===== src/rtl/freq_ctrl_pkg.sv =====
// Shared types and default constants for the frequency/period controller.
package freq_ctrl_pkg;

    typedef enum logic [1:0] {
        ST_IDLE = 2'd0,
        ST_DIV  = 2'd1,
        ST_DONE = 2'd2
    } state_t;

    localparam int DIV_ITER = 32;

    localparam int          FW_DEF          = 8;
    localparam int          F_MIN_DEF       = 10;
    localparam int          F_MAX_DEF       = 100;
    localparam int          F_INIT_DEF      = 10;
    localparam int          STEP_FINE_DEF   = 1;
    localparam int          STEP_COARSE_DEF = 5;
    localparam int unsigned PERIOD_NUM_DEF  = 50000;
    localparam int          DEB_CYCLES_DEF  = 100000;

    // Half-up rounded PERIOD_NUM/f, used for the reset constant.
    function automatic longint unsigned round_period(input longint unsigned n,
                                                     input longint unsigned f);
        return (2 * n + f) / (2 * f);
    endfunction

    function automatic logic [11:0] bcd3(input int unsigned v);
        return {4'(v / 100), 4'((v / 10) % 10), 4'(v % 10)};
    endfunction

endpackage


===== src/rtl/button_debounce.sv =====
// Active-low push-button conditioner: 2-flop synchroniser, stability
// down-counter and a one-cycle pulse on each debounced press.
module button_debounce #(
    parameter int DEB_CYCLES = 100000
) (
    input  logic clk_i,
    input  logic rst_ni,
    input  logic btn_ni,
    output logic press_o
);

    localparam int CW = $clog2(DEB_CYCLES + 1);
    localparam logic [CW-1:0] RELOAD = CW'(DEB_CYCLES - 1);

    logic [1:0]    sync_q;
    logic          stable_q, stable_d;
    logic [CW-1:0] cnt_q, cnt_d;
    logic          fall_q;

    // Counter reloads whenever the input agrees with the debounced level,
    // so only an unbroken run of DEB_CYCLES disagreeing cycles flips it.
    always_comb begin
        stable_d = stable_q;
        cnt_d    = cnt_q;
        if (sync_q[1] == stable_q) begin
            cnt_d = RELOAD;
        end else if (cnt_q == '0) begin
            stable_d = sync_q[1];
            cnt_d    = RELOAD;
        end else begin
            cnt_d = cnt_q - 1'b1;
        end
    end

    always_ff @(posedge clk_i or negedge rst_ni) begin
        if (!rst_ni) begin
            sync_q   <= 2'b11;
            stable_q <= 1'b1;
            cnt_q    <= '0;
            fall_q   <= 1'b0;
        end else begin
            sync_q   <= {sync_q[0], btn_ni};
            stable_q <= stable_d;
            cnt_q    <= cnt_d;
            fall_q   <= stable_q & ~stable_d;
        end
    end

    assign press_o = fall_q;

endmodule


===== src/rtl/freq_period_ctrl.sv =====
// Button-driven frequency setpoint with serial restoring divider producing
// the rounded half-period count and a BCD view of the frequency.
//
// state   | meaning
// IDLE    | waiting for a single accepted button command
// DIV     | 32 cycles, one quotient bit per cycle
// DONE    | commit frequency/period/BCD together, return to IDLE
module freq_period_ctrl
    import freq_ctrl_pkg::*;
#(
    parameter int          FW          = FW_DEF,
    parameter int          F_MIN       = F_MIN_DEF,
    parameter int          F_MAX       = F_MAX_DEF,
    parameter int          F_INIT      = F_INIT_DEF,
    parameter int          STEP_FINE   = STEP_FINE_DEF,
    parameter int          STEP_COARSE = STEP_COARSE_DEF,
    parameter int unsigned PERIOD_NUM  = PERIOD_NUM_DEF,
    parameter int          DEB_CYCLES  = DEB_CYCLES_DEF
) (
    input  logic          i_clock,
    input  logic          i_reset,
    input  logic          i_increase1,
    input  logic          i_decrease1,
    input  logic          i_increase5,
    input  logic          i_decrease5,
    output logic [FW-1:0] o_frequency,
    output logic [31:0]   o_period,
    output logic [11:0]   o_bcd,
    output logic          o_busy,
    output logic          o_update
);

    if (F_MIN < 1 || F_MIN > F_INIT || F_INIT > F_MAX || F_MAX > 999 ||
        F_MAX >= (1 << FW) || PERIOD_NUM >= 32'h8000_0000 ||
        STEP_FINE < 1 || STEP_COARSE < 1 || STEP_COARSE >= (1 << FW) ||
        DEB_CYCLES < 1) begin : g_bad_params
        $error("freq_period_ctrl: illegal parameter set");
    end

    localparam int FXW = FW + 1;
    localparam logic [FXW-1:0] FMIN_X   = FXW'(F_MIN);
    localparam logic [FXW-1:0] FMAX_X   = FXW'(F_MAX);
    localparam logic [FXW-1:0] STEP_F_X = FXW'(STEP_FINE);
    localparam logic [FXW-1:0] STEP_C_X = FXW'(STEP_COARSE);
    localparam logic [31:0]    PERIOD_RST = 32'(round_period(64'(PERIOD_NUM), 64'(F_INIT)));
    localparam logic [11:0]    BCD_RST    = bcd3(F_INIT);
    localparam logic [4:0]     ITER_LAST  = 5'(DIV_ITER - 1);

    logic [3:0] btn_n, press;
    assign btn_n = {i_decrease5, i_increase5, i_decrease1, i_increase1};

    for (genvar i = 0; i < 4; i++) begin : g_btn
        button_debounce #(.DEB_CYCLES(DEB_CYCLES)) u_deb (
            .clk_i   (i_clock),
            .rst_ni  (i_reset),
            .btn_ni  (btn_n[i]),
            .press_o (press[i])
        );
    end

    state_t         state_q, state_d;
    logic [FW-1:0]  freq_q, target_q;
    logic [31:0]    period_q, dvd_q;
    logic [11:0]    bcd_q;
    logic           update_q;
    logic [FW:0]    rem_q;
    logic [4:0]     iter_q;

    logic [FXW-1:0] f_ext, step_x, sum_x, tgt_x;
    logic           accept;
    logic [FW+1:0]  r_shift, r_sub;
    logic           q_bit;

    // Saturating target in FW+1 bits; decrement clamps before subtracting.
    always_comb begin
        f_ext  = {1'b0, freq_q};
        step_x = (press[2] | press[3]) ? STEP_C_X : STEP_F_X;
        sum_x  = f_ext + step_x;
        if (press[0] | press[2]) begin
            tgt_x = (sum_x > FMAX_X) ? FMAX_X : sum_x;
        end else begin
            tgt_x = (f_ext < FMIN_X + step_x) ? FMIN_X : f_ext - step_x;
        end
        accept = (state_q == ST_IDLE) && $onehot(press) && (tgt_x != f_ext);
    end

    // Dividend is floor((2N+f)/2) = N + f/2, keeping it within 32 bits.
    always_comb begin
        r_shift = {rem_q, dvd_q[31]};
        r_sub   = r_shift - {2'b00, target_q};
        q_bit   = ~r_sub[FW+1];
    end

    always_ff @(posedge i_clock or negedge i_reset) begin
        if (!i_reset) begin
            state_q <= ST_IDLE;
        end else begin
            state_q <= state_d;
        end
    end

    always_comb begin
        state_d = state_q;
        case (state_q)
            ST_IDLE: if (accept) state_d = ST_DIV;
            ST_DIV:  if (iter_q == 5'd0) state_d = ST_DONE;
            ST_DONE: state_d = ST_IDLE;
            default: state_d = ST_IDLE;
        endcase
    end

    always_comb begin
        o_busy = (state_q != ST_IDLE);
    end

    always_ff @(posedge i_clock or negedge i_reset) begin
        if (!i_reset) begin
            target_q <= '0;
            dvd_q    <= '0;
            rem_q    <= '0;
            iter_q   <= '0;
        end else if (accept) begin
            target_q <= tgt_x[FW-1:0];
            dvd_q    <= 32'(PERIOD_NUM) + 32'(tgt_x >> 1);
            rem_q    <= '0;
            iter_q   <= ITER_LAST;
        end else if (state_q == ST_DIV) begin
            rem_q    <= q_bit ? r_sub[FW:0] : r_shift[FW:0];
            dvd_q    <= {dvd_q[30:0], q_bit};
            iter_q   <= iter_q - 5'd1;
        end
    end

    // Outputs and the update strobe register together so they appear atomically.
    always_ff @(posedge i_clock or negedge i_reset) begin
        if (!i_reset) begin
            freq_q   <= FW'(F_INIT);
            period_q <= PERIOD_RST;
            bcd_q    <= BCD_RST;
            update_q <= 1'b0;
        end else begin
            update_q <= (state_q == ST_DONE);
            if (state_q == ST_DONE) begin
                freq_q   <= target_q;
                period_q <= dvd_q;
                bcd_q    <= bcd3(32'(target_q));
            end
        end
    end

    assign o_frequency = freq_q;
    assign o_period    = period_q;
    assign o_bcd       = bcd_q;
    assign o_update    = update_q;

endmodule


===== config.mk =====
export PLATFORM = sky130hd
export DESIGN_NAME = freq_period_ctrl
export DESIGN_NICKNAME = d
export VERILOG_FILES = /design/src/rtl/freq_ctrl_pkg.sv /design/src/rtl/button_debounce.sv /design/src/rtl/freq_period_ctrl.sv
export SDC_FILE = /design/constraint.sdc
export NUM_CORES = 1
export LEC_CHECK = 0
export ABC_AREA = 0
export BUFFER_PORTS_ARGS = -buffer_cell sky130_fd_sc_hd__buf_2
export CORE_UTILIZATION = 55
export CTS_BUF_LIST = sky130_fd_sc_hd__clkbuf_4
export CTS_CLUSTER_SIZE = 40
export DETAILED_ROUTE_END_ITERATION = 7
export PLACE_DENSITY = 0.82
export REMOVE_ABC_BUFFERS = 1
export SYNTH_ARGS = -nofsm -noshare
export SYNTH_HDL_FRONTEND = slang
export SYNTH_SLANG_ARGS = --single-unit

===== constraint.sdc =====
create_clock -name i_clock -period 7.17 [get_ports i_clock]
set_clock_uncertainty 0.1 [all_clocks]
set_input_delay 1.0755 -clock i_clock [delete_from_list [all_inputs] [get_ports i_clock]]
set_output_delay 1.0755 -clock i_clock [all_outputs]
set_load 0.02 [all_outputs]

# After elaboration in Yosys (flattened, before gate mapping)
# Index checks and enable logic that the tools add are counted.
# word_totals
input_bits	6
regBits	193
# classes
addsub	13
n_reduce_logical	11
mux	30
n_div	4
magnitude_cmp	2
n_eq_ne	10
n_bitwise	11
# op_table
op	n
17-bit two-way mux	8
17-bit logical NOT	4
17-bit by 1-bit subtractor with 17-bit output (second input constant)	4
32-bit two-way mux	2
9-bit two-way mux	6
8-bit by 4-bit divider with 32-bit output (second input constant)	1
8-bit by 7-bit divider with 32-bit output (second input constant)	1
32-bit by 4-bit remainder unit with 32-bit output (second input constant)	1
8-bit by 4-bit remainder unit with 32-bit output (second input constant)	1
16-bit by 8-bit adder with 17-bit output (first input constant)	1
5-bit two-way mux	2
10-bit by 8-bit subtractor with 10-bit output	1
8-bit by 3-bit adder with 9-bit output	1
9-bit by 7-bit greater-than comparator with 1-bit output (second input constant)	1
9-bit by 8-bit inequality test with 1-bit output	1
8-bit by 3-bit subtractor with 9-bit output	1
8-bit by 5-bit < comparator with 1-bit output	1
1-bit two-way mux	8
4-bit by 3-bit adder with 5-bit output (first input constant)	1
5-bit logical NOT	1
1-bit inverter	5
5-bit by 1-bit subtractor with 5-bit output (second input constant)	1
1-bit by 1-bit adder with 2-bit output	2
1-bit bitwise AND	4
14 further kinds	22

# Depth between registers and ports, before layout
# Gate-level depths: netlist of the first run.
# logic_depth
depth_word	10
depth_mapped	17
ltp_nobuf	16

# By module
# Synthesis of the first run repeated with hierarchy kept, for this count alone.
# hier_totals
hier_cells	1105
area_unflattened_um2	10378.7
# modules_own_cells
mod	area_per_inst_um2	instances	cells_per_inst
freq_period_ctrl	6284.8	1	729
button_debounce	1023.5	4	94

# Least setup slack after synthesis of the first run
# Ideal clock, no wire load.
# synth_path
kind	register -> register
startpoint	register target_q[6]
endpoint	register bcd_q[7] (netlist: o_bcd[7])
n_path_buf	1
required_ps	6988
path_stages_with_launch	15
path_slack_ps	3355
t_arrival_ps	3633
cell_sequence	dfrtp_1 > nor2_1 > inv_1 > ha_1 > o31a_1 > or2_1 > buf_6 > a221o_1 > o32ai_4 > nand2_1 > a2111oi_2 > o22ai_1 > ha_1 > or4_1 > a31oi_1
# synth_between
elab_chain_len	2
# synth_lines
item	line	source
start: declaration	freq_period_ctrl.sv:62	logic [FW-1:0] freq_q, target_q;
start signal: assignment	freq_period_ctrl.sv:123	target_q <= tgt_x[FW-1:0];
8-bit by 4-bit divider with 32-bit output	freq_ctrl_pkg.sv:28	return {4'(v / 100), 4'((v / 10) % 10), 4'(v % 10)};
32-bit by 4-bit remainder unit with 32-bit output	freq_ctrl_pkg.sv:28	
end signal: assignment	freq_period_ctrl.sv:146	bcd_q <= bcd3(32'(target_q));
end: declaration	freq_period_ctrl.sv:64	logic [11:0] bcd_q;
# Every way passes these cells.
# A chain may end at the register's enable or synchronous reset.

# Final worst setup path of the first run
# layout_path
startpoint	register g_btn[2].u_deb.fall_q
endpoint	register target_q[3]
# layout_between
elab_chain_len	8
word_cells_on_any_way	17
classes_between	add/sub: 5; order compare: 2; eq/ne: 2; mux: 4; bitwise: 2; reduce/logical: 2
# layout_lines
item	line	source
start: declaration	button_debounce.sv:18	logic fall_q;
start signal: assignment	button_debounce.sv:45	fall_q <= stable_q & ~stable_d;
1-bit bitwise OR	freq_period_ctrl.sv:77	step_x = (press[2] | press[3]) ? STEP_C_X : STEP_F_X;
3-bit two-way mux	freq_period_ctrl.sv:77	
8-bit by 3-bit adder with 9-bit output or 4-bit by 3-bit adder with 5-bit output (tied branches)	freq_period_ctrl.sv:78, freq_period_ctrl.sv:82	
9-bit by 7-bit greater-than comparator with 1-bit output or 8-bit by 5-bit < comparator with 1-bit output (tied branches)	freq_period_ctrl.sv:80, freq_period_ctrl.sv:82	
9-bit two-way mux, on equally long branches	freq_period_ctrl.sv:80, freq_period_ctrl.sv:82	
9-bit two-way mux	freq_period_ctrl.sv:79	if (press[0] | press[2]) begin
9-bit by 8-bit inequality test with 1-bit output	freq_period_ctrl.sv:84	accept = (state_q == ST_IDLE) && $onehot(press) && (tgt_x != f_ext);
1-bit logical AND	freq_period_ctrl.sv:84	
# Several ways; a longest one is shown, not always the timed one.

==> results.tsv, run 1 <==
metric	value	unit
io_buffer_count	57	
start_kind	register	
grt_pass1_vias	7026	
nets	1132	
endpoint_kind	register	
io_pins	60	
area_growth_syn_to_layout	7.61	%
cts-htree-levels	4	
slew_headroom	37.2	%
clk_pin_slew_worst_paths	0.14	ns
wl	19.3	mm
grt_max_degree	119	
rsz0062_at_grt	no	
crit_path_start	g_btn[2].u_deb.press_o$_DFF_PN0_	
path_delay_family	compound AO/OA/AOI/OAI gates	
period_share	65.2	%
synth-main-ff-cell	dfrtp_1	
clock_latency	0.58	ns
core_area	17300	um^2
cts_tree	built	
initial_core_util	56.4	%
dp_hpwl	13.1	mm
synth_edf_count	0	
gp_congestion	0.900	
fillers	1425	
status	finished clean	
cap_viol_max_count	0	
yosysWarnings	0	
finalSetupViolCount	0	
critical_path_class	register to register	
vdd_drop_max	0.142	mV
drtIter0Drc	551	
die_h	135	um
crit_slowest_cell	a21oi_4	
hold_viol_final	0	
clock_sinks	190	
grt_use_total	22.4	%
hp-class	register to register	
syn_area	9750	um^2
wl_per_cell	14.4	um
vias	7368	
slew_viol_final	0	
dieArea	18300	um^2
path_cells	or2_2 > ha_1 > a31oi_2 > nor3b_1 > xnor2_1 > a31oi_1 > a21oi_1 > nor2_1 > o2111ai_1 > nor2_1 > a21oi_4 > buf_4 > nor4bb_1 > o21bai_1	
synth_cell_type_count	80	
power.leakage	4.83	nW
powerDensity	167	nW/um^2
hp-start	g_btn[2].u_deb.sync_q[0]$_DFF_PN1_	
max_stage_delay	0.61	ns
numCtsBuffers	17	
drtAntennaViolNets	0	
rows	48	
layout_commonest_cell	nand2_1	
ys_seq_area_share	49.0	%
via_per_inst	5.52	
route.detailed.drc	0	
worstReg2RegStart	g_btn[2].u_deb.press_o$_DFF_PN0_	
clock.fmax	0.214	GHz
cp.arrival	5.07	ns
setup-tns-final	0	ns
async_flop_share	100	%
path_common_cell	nor2_1	
clockBufferDepth	2	
postSynthCellCount	1062	
required	7.57	ns
critPathBufInv	1	
drive_gt1_share	13.3	%
grt_pass1_wl	32.8	mm
worstPathMaxFanout	33	
post_cts_resize_count	0	
cts_hold_buffers	0	
cts_root_buf	clkbuf_4	
die_x	135	um
most-common-layout-cells	254 x nand2_1, 170 x dfrtp_1, 79 x nor2_1, 56 x buf_2, 55 x o21ai_0	
worst-slew-pin-transition	0.943	ns
min_period	4.68	ns
antenna_found_initial	0	
postCtsSetupRepairBufs	0	
ys_seq_elements	190	
postSynthAreaPerCell	9.18	um^2
first_pass_iters	5	
dp_cells	1302	
gr-total-overflow	0	
fin_cells	1334	
n_antenna_cell	0	
## logic make-up (layout without fill, tap and decap cells)
group	after synthesis	in the layout	share of synthesized area (%)
multiplexers	14	14	1.51
other	1	2	0.0385
AND/OR/NAND/NOR	478	478	22.1
XOR/XNOR	72	72	6.47
adder cells (fa/ha/maj)	32	32	4.21
AO/OA/AOI/OAI	182	182	12.8
flip-flops	190	190	49.0
buffers and inverters	93	139	3.86
## per-stage QoR
step | area (um^2) | util [%] | setup WS (ns) | power (mW) | hold WS [ns]
2_1_floorplan | 9540 | - | 1.88 | 1.12 | 0.245
3_3_place_gp | 10200 | 58.9 | 2.68 | 1.15 | 0.247
3_5_place_dp | 10200 | 58.9 | 2.57 | 1.15 | 0.247
4_1_cts | 10500 | 60.7 | 2.53 | 1.77 | 0.266
5_1_grt | 10500 | 60.7 | 2.13 | 1.81 | 0.269
6_report | 10500 | 60.7 | 2.49 | 1.75 | 0.265
## synth_stat cells (9+ instances only)
cell type,n,area share (%)
inv_1,37,1.4
nand2b_1,14,0.90
nor2_1,79,3.0
ha_1,28,3.6
dfstp_2,20,5.4
xor2_1,29,2.6
nor2b_1,16,1.0
nand2_1,254,9.8
nor3_1,26,1.3
nand3_1,14,0.72
nor3b_1,9,0.69
dfrtp_1,170,44
or3_1,20,1.3
o21ai_0,55,2.8
o22ai_1,14,0.90
and2_1,12,0.77
xnor2_1,43,3.9
clkbuf_1,38,1.5
a21oi_1,29,1.5
## path summary, 6_finish.rpt
path                       depth (start not counted)                            endpoint  slack (ns)
max                                               14             target_q[3]$_DFFE_PN0P_        2.49
min reg2reg                                        0  g_btn[2].u_deb.sync_q[1]$_DFF_PN1_        0.27
max reg2reg                                       14             target_q[3]$_DFFE_PN0P_        2.49
max in group asynchronous                          2  g_btn[1].u_deb.cnt_q[16]$_DFF_PN0_        5.00
min in group asynchronous                          1                o_bcd[8]$_DFFE_PN0P_        0.50
min                                                0  g_btn[2].u_deb.sync_q[1]$_DFF_PN1_        0.27
## sequential cells by signal, indices dropped and copies added (netlist names)
name / flops
g_btn.u_deb.press_o: 4
o_frequency: 8
target_q: 8
dvd_q: 32
o_update: 1
rem_q: 9
o_period: 32
state_q: 2
g_btn.u_deb.sync_q: 8
iter_q: 5
g_btn.u_deb.stable_q: 4
g_btn.u_deb.cnt_q: 68
o_bcd: 9
## routing by layer
layer  routed length (um)  up-vias  global-route usage, %
li1                     -     3651                      -
met1                 8940     3504                   30.3
met2                 9030      191                   36.3
met3                 1030       22                   4.26
met4                  267        0                   7.05
met5                    0        -                      0
## layout make-up
type / count / area [um^2] / share of cell area [%]
sequential: 190 / 4780 / 45.5
multi-input combinational: 780 / 4620 / 44.0
timing repair buffer: 63 / 339 / 3.23
clock inverter: 12 / 163 / 1.55
tap: 225 / 282 / 2.68
clock buffer: 20 / 150 / 1.43
inverter: 44 / 165 / 1.57
## where the power goes
part / total (mW) / switching [mW] / internal, mW
clock network: 0.625 / 0.367 / 0.258
logic: 0.0407 / 0.0326 / 0.00814
registers: 1.09 / 0.00504 / 1.08
total: 1.75 / 0.404 / 1.35
No activity file was read; power rests on OpenSTA's default activity.
==> inputs of run 2 (changes only) <==
- ABC_AREA: 0 -> 1
- clock period: 7.17 -> 4.7 ns (I/O delays scaled with it)
==> results.tsv, run 2 <==
metric	value	unit	change
die_x	133	um	was 135 um
r2r-end	dvd_q[0]$_DFFE_PN0P_		was target_q[3]$_DFFE_PN0P_
rr_worst_depth	22		was 14
postSynthAreaPerCell	8.64	um^2	was 9.18 um^2
worst-r2r-setup-slack	0.47	ns	was 2.49 ns
endpoint_kind	register		unchanged
hold_viol_final	0		unchanged
dieArea	17800	um^2	was 18300 um^2
synth_edf_count	0		unchanged
vdd_drop_max	0.218	mV	was 0.142 mV
final_area	10300	um^2	was 10500 um^2
worstPathMaxFanout	16		was 33
wl_per_cell	13.4	um	was 14.4 um
ys_seq_area_share	50.3	%	was 49.0%
layout_commonest_cell	nand2_1		unchanged
syn_area	9500	um^2	was 9750 um^2
rows	47		was 48
drtIter0Drc	465		was 551
cts_root_buf	clkbuf_4		unchanged
gr-total-overflow	0		unchanged
critical_path_class	register to register		unchanged
route.detailed.drc	1		was 0
cts_tree	built		unchanged
cap_viol_max_count	0		unchanged
slew_headroom	26.0	%	was 37.2%
power.leakage	5.27	nW	was 4.83 nW
postPlaceCellArea	9980	um^2	was 10200 um^2
core_area	16700	um^2	was 17300 um^2
nets	1190		was 1132
finalSetupViolCount	0		unchanged
required	5.11	ns	was 7.57 ns
fillers	1430		was 1425
top_register	g_btn.u_deb.cnt_q		unchanged
min_period	4.23	ns	was 4.68 ns
clockBufferDepth	2		unchanged
synth_top_area_share	44.8	%	was 43.6%
grt_use_total	22.0	%	was 22.4%
yosysMostFrequentCell	nand2_1		unchanged
io_pins	60		unchanged
drive_gt1_share	14.6	%	was 13.3%
grt_pass1_wl	31.4	mm	was 32.8 mm
drtAntennaViolNets	0		unchanged
gp_congestion	0.903		was 0.900
clk_pin_slew_worst_paths	0.15	ns	was 0.14 ns
worstReg2RegStart	g_btn[2].u_deb.press_o$_DFF_PN0_		unchanged
cp.arrival	4.64	ns	was 5.07 ns
area_growth_syn_to_layout	8.32	%	was 7.61%
rsz0062_at_grt	no		unchanged
antenna_found_initial	1		was 0
setup-tns-final	0	ns	unchanged
post_synth_most_frequent_cells	261 x nand2_1, 170 x dfrtp_1, 125 x inv_1		was 254 x nand2_1, 170 x dfrtp_1, 79 x nor2_1
via_per_inst	5.25		was 5.52
wl	18.6	mm	was 19.3 mm
slew_viol_final	0		unchanged
first_pass_iters	7		was 5
synth-main-ff-cell	dfrtp_1		unchanged
post_cts_resize_count	0		unchanged
numCtsBuffers	17		unchanged
start_kind	register		unchanged
vias	7285		was 7368
violations	design-rule violations		
cts_hold_buffers	0		unchanged
hp-class	primary input to asynchronous set/reset pin		was register to register
postSynthCellCount	1100		was 1062
ys_seq_elements	190		unchanged
powerDensity	260	nW/um^2	was 167 nW/um^2
cts-htree-levels	4		unchanged
io_buffer_count	57		unchanged
synth_cell_type_count	57		was 80
dp_hpwl	13.1	mm	about the same
synth_area_leaders	dfrtp_1 45%, nand2_1 10%, dfstp_2 5.5%		was dfrtp_1 44%, nand2_1 9.8%, dfstp_2 5.4%
largest_reg_flops	68		unchanged
period_share	90.0	%	was 65.2%
async_flop_share	100	%	unchanged
initial_core_util	56.9	%	was 56.4%
clock_sinks	190		unchanged
die_h	133	um	was 135 um
clock_latency	0.61	ns	was 0.58 ns
most-common-layout-cells	261 x nand2_1, 170 x dfrtp_1, 125 x inv_1, 90 x nor2_1, 78 x o21ai_0		was 254 x nand2_1, 170 x dfrtp_1, 79 x nor2_1, 56 x buf_2, 55 x o21ai_0
grt_max_degree	120		was 119
postCtsSetupRepairBufs	0		unchanged
yosysWarnings	0		unchanged
clock.fmax	0.236	GHz	was 0.214 GHz
synth_area_leader_cell	dfrtp_1		unchanged
worst-slew-pin-transition	1.11	ns	was 0.943 ns
grt_pass1_vias	6822		was 7026
status	finished, violations left		was finished clean
## run 2: worst max path at each step
stage | end | cells past startpoint | slack (ns) | startpoint
finish | dvd_q[0]$_DFFE_PN0P_ | 22 | 0.47 | g_btn[2].u_deb.press_o$_DFF_PN0_
global route | rem_q[5]$_DFFE_PN0P_ | 22 | 0.1 | g_btn[2].u_deb.press_o$_DFF_PN0_
CTS | rem_q[5]$_DFFE_PN0P_ | 22 | 0.52 | g_btn[2].u_deb.press_o$_DFF_PN0_
detailed placement | rem_q[5]$_DFFE_PN0P_ | 22 | 0.56 | g_btn[2].u_deb.press_o$_DFF_PN0_
global placement | dvd_q[0]$_DFFE_PN0P_ | 22 | 0.78 | g_btn[2].u_deb.press_o$_DFF_PN0_
floorplan | dvd_q[0]$_DFFE_PN0P_ | 19 | 0.87 | o_frequency[0]$_DFFE_PN0P_
## run 2: per-layer routing
metal  global-route usage [%]  routed length, um  vias up
met5                        0                  0        -
met4                     7.95                357        0
met3                     3.50                796       29
met2                     35.6               8700      171
met1                     30.0               8780     3439
li1                         -                  -     3646
## run 2: worst max-delay path, stage by stage (launching register included)
cell,delay [ns]
dfrtp_1,0.43
nor2_1,0.23
inv_1,0.11
ha_1,0.35
nand2_1,0.10
nand2_1,0.09
nand3_1,0.11
xor2_1,0.28
nor2_1,0.09
o21ai_1,0.08
nand2_1,0.09
nand2_1,0.09
inv_1,0.06
a311oi_1,0.33
xor2_1,0.11
nor3_1,0.16
o2111ai_1,0.13
nand2_1,0.34
nand2_1,0.09
buf_4,0.23
inv_1,0.35
nand2_1,0.11
o211ai_1,0.10
## run 2: metrics by stage
step / hold slack, ns / power (mW) / setup slack (ns) / util [%] / cells
floorplan: 0.245 / 1.71 / 0.872 / - / 1072
global placement: 0.246 / 1.75 / 0.778 / 59.8 / 1355
detailed placement: 0.248 / 1.75 / 0.560 / 59.8 / 1355
CTS: 0.0451 / 2.70 / 0.518 / 61.6 / 1387
global route: 0.0498 / 2.77 / 0.0982 / 61.6 / 1388
finish: 0.0854 / 2.68 / 0.470 / 61.6 / 1388
## run 2: layout make-up
type | count | area, um^2 | share of cell area, %
well taps | 220 | 275 | 2.67
inverters | 133 | 499 | 4.85
clock inverters | 15 | 183 | 1.77
multi-input cells | 749 | 4090 | 39.7
flip-flops and latches | 190 | 4780 | 46.4
clock buffers | 17 | 128 | 1.24
repair buffers | 63 | 339 | 3.29
diodes | 1 | 2.50 | 0.0243
## run 2: logic make-up after synthesis
group                    after synthesis  share of synthesized area, %
AO/OA/AOI/OAI                        151                          9.07
multiplexers                           1                         0.118
buffers and inverters                162                          6.75
XOR/XNOR                              55                          5.07
other                                  1                        0.0395
adder cells (fa/ha/maj)               30                          4.11
flip-flops                           190                          50.3
AND/OR/NAND/NOR                      510                          24.5
## run 2: report_power, final
group | internal (mW) | total [mW] | switching (mW)
Clock | 0.378 | 0.955 | 0.577
Combinational | 0.0126 | 0.0639 | 0.0513
Sequential | 1.65 | 1.66 | 0.00737
==> inputs of run 3 (changes only) <==
- CORE_ASPECT_RATIO: unset -> 1.75
- CORE_UTILIZATION: 55 -> 38
- PLACE_DENSITY: 0.82 -> 0.63
==> results.tsv, run 3 (synthesis results as in run 2) <==
metric	value	unit	change
grt_pass1_vias	7254		was 6822
numCtsBuffers	17		unchanged
via_per_inst	4.91		was 5.25
wl	20.0	mm	was 18.6 mm
final_area	10400	um^2	was 10300 um^2
antenna_found_initial	1		unchanged
fillers	2424		was 1430
wl_per_cell	13.5	um	was 13.4 um
clock_sinks	190		unchanged
crit_path_end	dvd_q[6]$_DFFE_PN0P_		was dvd_q[0]$_DFFE_PN0P_
clock.fmax	0.258	GHz	was 0.236 GHz
crit_path_start	g_btn[2].u_deb.press_o$_DFF_PN0_		unchanged
drtAntennaViolNets	0		unchanged
gp_congestion	0.853		was 0.903
layout_commonest_cell	nand2_1		unchanged
first_pass_iters	4		was 7
core_area	24600	um^2	was 16700 um^2
path_depth	20		was 22
worstPathMaxFanout	14		was 16
area_growth_syn_to_layout	9.41	%	was 8.32%
drive_gt1_share	14.5	%	was 14.6%
power.leakage	5.26	nW	was 5.27 nW
nets	1192		was 1190
vdd_drop_max	0.118	mV	was 0.218 mV
worstReg2RegStart	g_btn[2].u_deb.press_o$_DFF_PN0_		unchanged
rr_worst_depth	20		was 22
clk_pin_slew_worst_paths	0.18	ns	was 0.15 ns
clock_latency	0.64	ns	was 0.61 ns
ff_latch_area	4780	um^2	unchanged
hp-class	primary input to asynchronous set/reset pin		unchanged
clockBufferDepth	2		unchanged
vias	7272		was 7285
route.detailed.drc	0		was 1
r2r-end	dvd_q[6]$_DFFE_PN0P_		was dvd_q[0]$_DFFE_PN0P_
die_h	211	um	was 133 um
cts_root_buf	clkbuf_4		unchanged
period_share	82.4	%	was 90.0%
most-common-layout-cells	261 x nand2_1, 170 x dfrtp_1, 125 x inv_1, 90 x nor2_1, 78 x o21ai_0		unchanged
postPlaceCellArea	10100	um^2	was 9980 um^2
max_stage_delay	0.43	ns	about the same
cts_tree	built		unchanged
postCtsSetupRepairBufs	0		unchanged
rsz0062_at_grt	no		unchanged
path_delay_family	simple AND/OR/NAND/NOR gates		unchanged
dieArea	25700	um^2	was 17800 um^2
slew_headroom	31.1	%	was 26.0%
crit_slowest_cell	dfrtp_1		unchanged
endpoint_kind	register		unchanged
finalSetupViolCount	0		unchanged
slew_viol_final	0		unchanged
worst-r2r-setup-slack	0.83	ns	was 0.47 ns
powerDensity	249	nW/um^2	was 260 nW/um^2
gr-usage-met1	19.3	%	was 30.0%
cts-htree-levels	4		unchanged
initial_core_util	38.6	%	was 56.9%
grt_use_total	17.1	%	was 22.0%
top_usage_layer	met2		unchanged
critPathBufInv	3		was 4
hold_viol_final	0		unchanged
power.total	2.59	mW	was 2.68 mW
path_common_cell	nand2_1		unchanged
gr-total-overflow	0		unchanged
met3_usage	3.43	%	was 3.50%
status	finished clean		was finished, violations left
min_period	3.87	ns	was 4.23 ns
top_register	g_btn.u_deb.cnt_q		unchanged
cp.arrival	4.28	ns	was 4.64 ns
final_core_util	42.2	%	was 61.6%
die_x	122	um	was 133 um
start_kind	register		unchanged
io_pins	60		unchanged
grt_max_degree	122		was 120
grt_pass1_wl	34.5	mm	was 31.4 mm
worst-slew-pin-transition	1.03	ns	was 1.11 ns
met2_usage	30.7	%	was 35.6%
critical_path_class	register to register		unchanged
path_cells	nor2_1 > inv_1 > ha_1 > nand2_1 > nand2_1 > nand3_1 > xor2_1 > nor2_1 > o21ai_1 > nand2_1 > nand2_1 > inv_1 > a311oi_1 > xor2_1 > nor3_1 > o2111ai_1 > nand2_1 > nand2_1 > inv_1 > a21oi_1		was nor2_1 > inv_1 > ha_1 > nand2_1 > nand2_1 > nand3_1 > xor2_1 > nor2_1 > o21ai_1 > nand2_1 > nand2_1 > inv_1 > a311oi_1 > xor2_1 > nor3_1 > o2111ai_1 > nand2_1 > nand2_1 > buf_4 > inv_1 > nand2_1 > o211ai_1
dp_hpwl	14.3	mm	was 13.1 mm
rows	76		was 47
drtIter0Drc	311		was 465
largest_reg_flops	68		unchanged
setup-tns-final	0	ns	unchanged
required	5.11	ns	about the same
cap_viol_max_count	0		unchanged
io_buffer_count	57		unchanged
multi_input_area	4090	um^2	unchanged
==> run 3: changes by cell type in the layout (fill, tap and decap cells not counted) <==
cell / before / now
buf_12: 0 / 1
buf_4: 6 / 5
bufinv_16: 3 / 1
clkinv_2: 2 / 3
clkinvlp_4: 0 / 2
dlygate4sd3_1: 0 / 2
inv_6: 6 / 3
inv_8: 0 / 2
==> run 3: through the flow <==
stage,std cells,hold WS (ns),setup slack [ns]
floorplan,1072,0.245,0.872
global placement,1447,0.248,0.893
detailed placement,1447,0.247,0.821
CTS,1481,0.0118,0.793
global route,1482,0.0259,0.305
finish,1482,0.0623,0.827
==> run 3: area by class of cell <==
type | instances | share of cell area (%)
Clock buffer | 17 | 1.23
Sequential cell | 190 | 46.0
Antenna cell | 1 | 0.0241
Tap cell | 312 | 3.75
Multi-Input combinational cell | 749 | 39.3
Timing Repair Buffer | 65 | 3.57
Clock inverter | 15 | 1.34
Inverter | 133 | 4.80
==> run 3: worst min-delay path by stage <==
stage                                        from                                 end  slack, ns
2_1_floorplan  g_btn[0].u_deb.sync_q[0]$_DFF_PN1_  g_btn[0].u_deb.sync_q[1]$_DFF_PN1_       0.25
6_report                                  i_reset                o_bcd[2]$_DFFE_PN0P_       0.06
4_1_cts                               i_increase5  g_btn[2].u_deb.sync_q[0]$_DFF_PN1_       0.01
3_3_place_gp   g_btn[1].u_deb.sync_q[0]$_DFF_PN1_  g_btn[1].u_deb.sync_q[1]$_DFF_PN1_       0.25
5_1_grt                               i_increase5  g_btn[2].u_deb.sync_q[0]$_DFF_PN1_       0.03
3_5_place_dp   g_btn[1].u_deb.sync_q[0]$_DFF_PN1_  g_btn[1].u_deb.sync_q[1]$_DFF_PN1_       0.25
==> run 3: power by group <==
part / switching (mW) / internal [mW]
combinational: 0.0512 / 0.0140
clock: 0.599 / 0.272
sequential: 0.00717 / 1.65
==> run 3: what timing repair did <==
action / CTS / global route
endpoints found under the hold margin: 2 / 0
gates resized for setup: 0 / 0
hold buffers: 2 / 0
==> run 3: per-layer routing <==
layer | routed length (um) | part of all wire [%]
met3 | 469 | 2.3
met5 | 0 | 0
met2 | 10600 | 53
met4 | 545 | 2.7
met1 | 8340 | 42
